<file path="src/rtl/boton_eventos.sv">
// Button event generator: turns the debounced push-button level into one-cycle
// short-press, long-press and auto-repeat command pulses on the system clock.
module boton_eventos #(
    parameter int CLK_DIV   = 50000,
    parameter int LONG_MS   = 1000,
    parameter int REPEAT_MS = 200
) (
    input  logic reloja,
    input  logic resetn,
    input  logic arebote,
    output logic presionado,
    output logic pulso_corto,
    output logic pulso_largo,
    output logic pulso_rep
);

    localparam int PW = (CLK_DIV > 2) ? $clog2(CLK_DIV) : 1;

    localparam logic [1:0] REPOSO  = 2'd0;
    localparam logic [1:0] PRESION = 2'd1;
    localparam logic [1:0] LARGO   = 2'd2;

    localparam logic [PW-1:0] PRESC_MAX  = PW'(CLK_DIV - 1);
    localparam logic [15:0]   LONG_LAST  = 16'(LONG_MS - 1);
    localparam logic [15:0]   REP_LAST   = 16'(REPEAT_MS - 1);

    logic          s1;
    logic          s;
    logic [1:0]    estado;
    logic [PW-1:0] presc;
    logic [15:0]   cuenta;
    logic          tick;
    logic          entrada;

    // arebote comes from a divided-clock domain, so it gets a two-flop synchroniser
    always_ff @(posedge reloja or negedge resetn) begin
        if (!resetn) begin
            s1         <= 1'b0;
            s          <= 1'b0;
            presionado <= 1'b0;
        end else begin
            s1         <= arebote;
            s          <= s1;
            presionado <= s;
        end
    end

    assign tick    = (presc == PRESC_MAX);
    assign entrada = (estado == REPOSO) && s;

    // Restarting the prescaler on each new press makes the first tick land exactly CLK_DIV cycles later
    always_ff @(posedge reloja or negedge resetn) begin
        if (!resetn) begin
            presc <= '0;
        end else if (entrada || tick) begin
            presc <= '0;
        end else begin
            presc <= presc + PW'(1);
        end
    end

    always_ff @(posedge reloja or negedge resetn) begin
        if (!resetn) begin
            estado      <= REPOSO;
            cuenta      <= 16'd0;
            pulso_corto <= 1'b0;
            pulso_largo <= 1'b0;
            pulso_rep   <= 1'b0;
        end else begin
            pulso_corto <= 1'b0;
            pulso_largo <= 1'b0;
            pulso_rep   <= 1'b0;
            case (estado)
                REPOSO: begin
                    if (s) begin
                        estado <= PRESION;
                        cuenta <= 16'd0;
                    end
                end
                // Release is tested first so it wins over a terminal tick in the same cycle
                PRESION: begin
                    if (!s) begin
                        pulso_corto <= 1'b1;
                        estado      <= REPOSO;
                        cuenta      <= 16'd0;
                    end else if (tick) begin
                        if (cuenta == LONG_LAST) begin
                            pulso_largo <= 1'b1;
                            estado      <= LARGO;
                            cuenta      <= 16'd0;
                        end else begin
                            cuenta <= cuenta + 16'd1;
                        end
                    end
                end
                LARGO: begin
                    if (!s) begin
                        estado <= REPOSO;
                        cuenta <= 16'd0;
                    end else if (tick) begin
                        if (cuenta == REP_LAST) begin
                            pulso_rep <= 1'b1;
                            cuenta    <= 16'd0;
                        end else begin
                            cuenta <= cuenta + 16'd1;
                        end
                    end
                end
                default: begin
                    estado <= REPOSO;
                    cuenta <= 16'd0;
                end
            endcase
        end
    end

endmodule
</file>
<file path="config.mk">
export PLATFORM = sky130hd
export DESIGN_NAME = boton_eventos
export DESIGN_NICKNAME = d
export VERILOG_FILES = /design/src/rtl/boton_eventos.sv
export SDC_FILE = /design/constraint.sdc
export NUM_CORES = 1
export LEC_CHECK = 0
export BUFFER_PORTS_ARGS = -buffer_cell sky130_fd_sc_hd__buf_2
export CAP_MARGIN = 30
export CORE_AREA = 2 2 88 48
export DETAILED_ROUTE_END_ITERATION = 16
export DIE_AREA = 0 0 90 50
export PLACE_DENSITY = 0.86
export SETUP_SLACK_MARGIN = 0.5
export SLEW_MARGIN = 20
export SYNTH_ARGS = -nofsm -noshare
export SYNTH_HDL_FRONTEND = slang
export SYNTH_SLANG_ARGS = --single-unit
</file>
<file path="constraint.sdc">
create_clock -name reloja -period 2.9 [get_ports reloja]
set_clock_uncertainty 0.2 [all_clocks]
set_input_delay 0.29 -clock reloja [delete_from_list [all_inputs] [get_ports reloja]]
set_output_delay 0.29 -clock reloja [all_outputs]
set_load 0.05 [all_outputs]
</file>
Word level (Yosys, flattened, before mapping)
Cells that the tools add are included.
{"block": "op_classes", "n_addsub": 2, "eq_ne": 10, "muxes": 25, "reduce_logical": 5}
{"cell": "$mux 16", "n": 8}
{"cell": "$pmux 16 s3", "n": 1}
{"cell": "$add 16x1->16 const B", "n": 2}
{"cell": "$eq 16x10->1 const B", "n": 1}
{"cell": "$eq 16x16->1 const B", "n": 1}
{"cell": "$eq 16x8->1 const B", "n": 1}
{"cell": "$mux 1", "n": 10}
{"cell": "$mux 2", "n": 5}
{"cell": "$ne 3x3->1 const B", "n": 3}
{"cell": "$pmux 2 s3", "n": 1}
{"cell": "$ne 2x2->1 const B", "n": 2}
{"cell": "$reduce_and 4->1", "n": 1}
{"cell": "$reduce_and 3->1", "n": 1}
{"cell": "$eq 2x1->1 const B", "n": 1}
{"cell": "$eq 2x2->1 const B", "n": 1}
{"cell": "$logic_not 2->1", "n": 1}
{"cell": "$logic_and 1x1->1", "n": 1}
{"cell": "$logic_or 1x1->1", "n": 1}
{"block": "word_totals", "ff_bits": 40, "output_inout_bits": 4, "elab_cells": 51}

Longest topological paths before layout
{"block": "depth", "ltp_word": 5, "ltp_mapped": 8}

Worst setup path before layout
OpenSTA, ideal clock, no wires.
{"block": "synth_timing", "path_kind": "reg-to-reg", "start": "register estado[0]", "end": "register cuenta[7]", "setup_time_ns": 0.069, "t_arrival_ns": 1.793, "t_required_ns": 2.631, "path_slack_ns": 0.838, "stages_incl_launch_ff": 9, "path_buffers": 1, "cell_sequence": "dfrtp_1 > inv_1 > ha_1 > clkbuf_2 > nand3_1 > o2bb2ai_1 > a21o_2 > or4_1 > nand3_1"}
{"block": "synth_via", "elab_chain_cells": 3, "elab_cells_between_ends": 8, "cone_classes": "5 x eq/ne; 1 x mux; 2 x reduce/logical"}
{"item": "start: declaration", "line": "29", "rtl": "logic [1:0] estado;"}
{"item": "start signal: assignment", "line": "64", "rtl": "estado <= REPOSO;"}
{"item": "start signal: assignment", "line": "76", "rtl": "estado <= PRESION;"}
{"item": "start signal: assignment", "line": "84", "rtl": "estado <= REPOSO;"}
{"item": "$eq 2x1->1, or another cell as far along", "line": "73", "rtl": "case (estado)"}
{"item": "$ne 3x3->1 (no line) / $ne 2x2->1 (equally long branches)"}
{"item": "$reduce_and 3->1 (no line)"}
{"item": "end signal: assignment", "line": "92", "rtl": "cuenta <= cuenta + 16'd1;"}
{"item": "end signal: assignment", "line": "105", "rtl": "cuenta <= cuenta + 16'd1;"}
{"item": "end: declaration", "line": "31", "rtl": "logic [15:0] cuenta;"}
Parallel ways exist; a longest one is shown, timed or not.
A chain may end at the register's enable or synchronous reset.

Worst setup path in the final report
{"block": "layout_timing", "start": "register presc[10]", "end": "register cuenta[6]"}
{"block": "layout_via", "elab_chain_cells": 3, "elab_cells_between_ends": 4, "cone_classes": "3 x eq/ne; 1 x reduce/logical"}
{"item": "start: declaration", "line": "30", "rtl": "logic [PW-1:0] presc;"}
{"item": "start signal: assignment", "line": "58", "rtl": "presc <= presc + PW'(1);"}
{"item": "$eq 16x16->1 *", "line": "48", "rtl": "assign tick = (presc == PRESC_MAX);"}
{"item": "$ne 3x3->1 (no line)"}
{"item": "$reduce_and 3->1 (no line) *"}
Every way passes the cells marked *; elsewhere a longest branch is shown, timed or not.

==> results.ini <==
[timing]
post-route-min-period_ps=2320
period_share=0.801
setup_viol=0
tns_ps=0
relSlewSlack=0.533
clock.fmax_mhz=431
rsz0062_at_grt=no
setup_ws_ps=579
tightest_slew_ps=694
hold_viol_final=0
final-max-slew-violation-count=0

[floorplan]
dieArea_um2=4500
start_util=0.585
num_rows=16
die-width_um=90
io_pins=7
fp.dieH_um=50
coreArea_um2=3720

[critical_path]
crit_type=reg -> reg
cp.required_ps=2920
crit_slowest_cell=or4_1
critical_path.max_stage_delay_ps=550
cp_num_buf_inv=0
start_kind=flop
end_kind=flop
critPathMaxFanout=18
arrival_ps=2340
critPathTopFamily=simple AND/OR/NAND/NOR gates
path_cells=or3_4 > nor4_4 > o21ai_4 > or4_1 > o21ai_1

[finish]
nets=246
final_core_util=0.658
drive_gt1_frac=0.147
layoutNonFillerInstCount=292
design_area_um2=2450
antenna_cells=0
area_delta_synth_final_pct=12.4

[yosys]
ys_warn_count=0
yosysMostFrequentCell=dfrtp_1
synth.area.top_cells=dfrtp_1, nor2_1, xnor2_1, xor2_1, nand2_1
synth_edf_count=0
seq_area_frac_synth=0.459
synth_top_area_frac=0.459
async_flop_share=1.00
yosys-top-cells-count=dfrtp_1, nor2_1, nand2_1, nand3_1
yosys.area.top_type=dfrtp_1
synth.ff_latch_count=40
synth_nets=230
syn-cell-area_um2=2180
syn_area_per_cell_um2=9.82
ys_types=46
netlist_instances=222
ys_dominant_reg_cell=dfrtp_1

[routing]
drt_pre_antenna_iters=6
vias_per_cell=6.03
routed-via-count=1762
wirelength_um=4640
drtIter0Drc=234
ant_nets=0
wl_per_cell_um=15.9
drc=0

[placed_design]
port_buffers=6
post_dp_cell_area_um2=2250
hpwl_um=3120
dp_cells=278
gp_congestion=0.873
pre_cts_slack_ps=475

[worst_hold_path]
hold_path_class=reg -> reg

[global_routing]
grt_pass1_wl_um=7800
grtUsageMet2=0.320
grt_max_degree=41
antenna_found_initial=0
grt_usage=0.229
met1_usage=0.342
grt_pass1_vias=1609
top_usage_layer=met1
grt_overflow=0
use_met3=0.0596

[clock_tree]
cts_tree=yes
h-tree-depth=2
clock-sinks=40
cts-root-buf=clkbuf_8
cts_buffers=5
worstSkewPairLatency_ps=300
clkTransAtPathRegs_ps=70
cts_buffer_depth=2

[power_and_ir_drop]
ir_worst_vdd_v=0.000304
leakagePower_nw=1.03
power.density_nw_per_um2=572

[run]
cap_viol_max_count=0

[status]
status=completed

## stage by stage
step           hold slack [ps]  total power [mW]
6_report                   157              1.40
5_1_grt                    165              1.48
4_1_cts                    160              1.37
3_5_place_dp               143             0.967
3_3_place_gp               133             0.958
2_1_floorplan             -206             0.892
## placed cells by master (no fill, tap or decap), drive strengths merged, types with 6 or more instances in the layout
cell type / netlist / routed
xnor2: 8 / 8
o21ai: 11 / 11
dfrtp: 40 / 40
nor4: 7 / 7
nor2: 27 / 27
clkbuf: 2 / 7
xor2: 8 / 8
inv: 10 / 10
and3: 10 / 10
buf: 3 / 12
nand2: 18 / 18
a22o: 6 / 6
nand4: 6 / 6
nand3: 13 / 13
## repair_timing
action | in CTS | in global routing
endpoints found under the setup margin | 2 | 9
buffers inserted | 0 | 4
hold buffers | 2 | 0
gates resized for setup | 1 | 5
pin swaps | 0 | 3
endpoints found under the hold margin | 41 | 0
## layout make-up
type                            instances  area [um2]
Timing Repair Buffer                   14         111
Tap cell                               54        67.6
Clock buffer                            7        96.3
Fill cell                             309        1270
Sequential cell                        40        1000
Inverter                               10        37.5
Multi-Input combinational cell        167        1140
## state kept, by name, summed over array words and instances, names as in the netlist
| register | flops |
|---|---|
| pulso_corto | 1 |
| pulso_rep | 1 |
| s | 1 |
| cuenta | 16 |
| presionado | 1 |
| pulso_largo | 1 |
| estado | 2 |
| s1 | 1 |
| presc | 16 |
## path summary, 6_finish.rpt
path	startpoint	to	slack [ps]	cells after the start
worst max register to register	presc[10]	cuenta[6]	580	5
worst min-delay path	s1	s	160	0
min in group asynchronous	resetn	pulso_corto	250	2
worst max-delay path	presc[10]	cuenta[6]	580	5
max in group asynchronous	resetn	cuenta[14]	1800	3
worst min register to register	s1	s	160	0
## worst register-to-register path, stage by stage, from the launching register on
cell,delay (ps)
dfrtp_1,450
or3_4,420
nor4_4,320
o21ai_4,190
or4_1,550
o21ai_1,110
## logic make-up (layout without fill, tap and decap cells)
kind of cell               count (synthesis)  count (layout)  share of synthesized area
and+or+nand+nor                          102             102                      0.269
DFF                                       40              40                      0.459
AOI/OAI and AO/OA                         41              41                      0.134
adders and majority gates                  5               5                     0.0287
muxes                                      3               3                     0.0138
xor gates and xnor gates                  16              16                     0.0643
buffers and inverters                     15              31                     0.0310
## layer usage
| layer | vias to the layer above | share of wire |
|---|---|---|
| met5 | - | 0 |
| met2 | 62 | 0.39 |
| li1 | 833 | - |
| met1 | 859 | 0.52 |
| met4 | 0 | 0.018 |
| met3 | 8 | 0.073 |
## power by group
| group | switching, mW | internal, mW |
|---|---|---|
| Sequential | 0.0465 | 0.601 |
| Clock | 0.194 | 0.212 |
| Combinational | 0.224 | 0.124 |
Note: power is estimated with default switching activity, not from simulation.
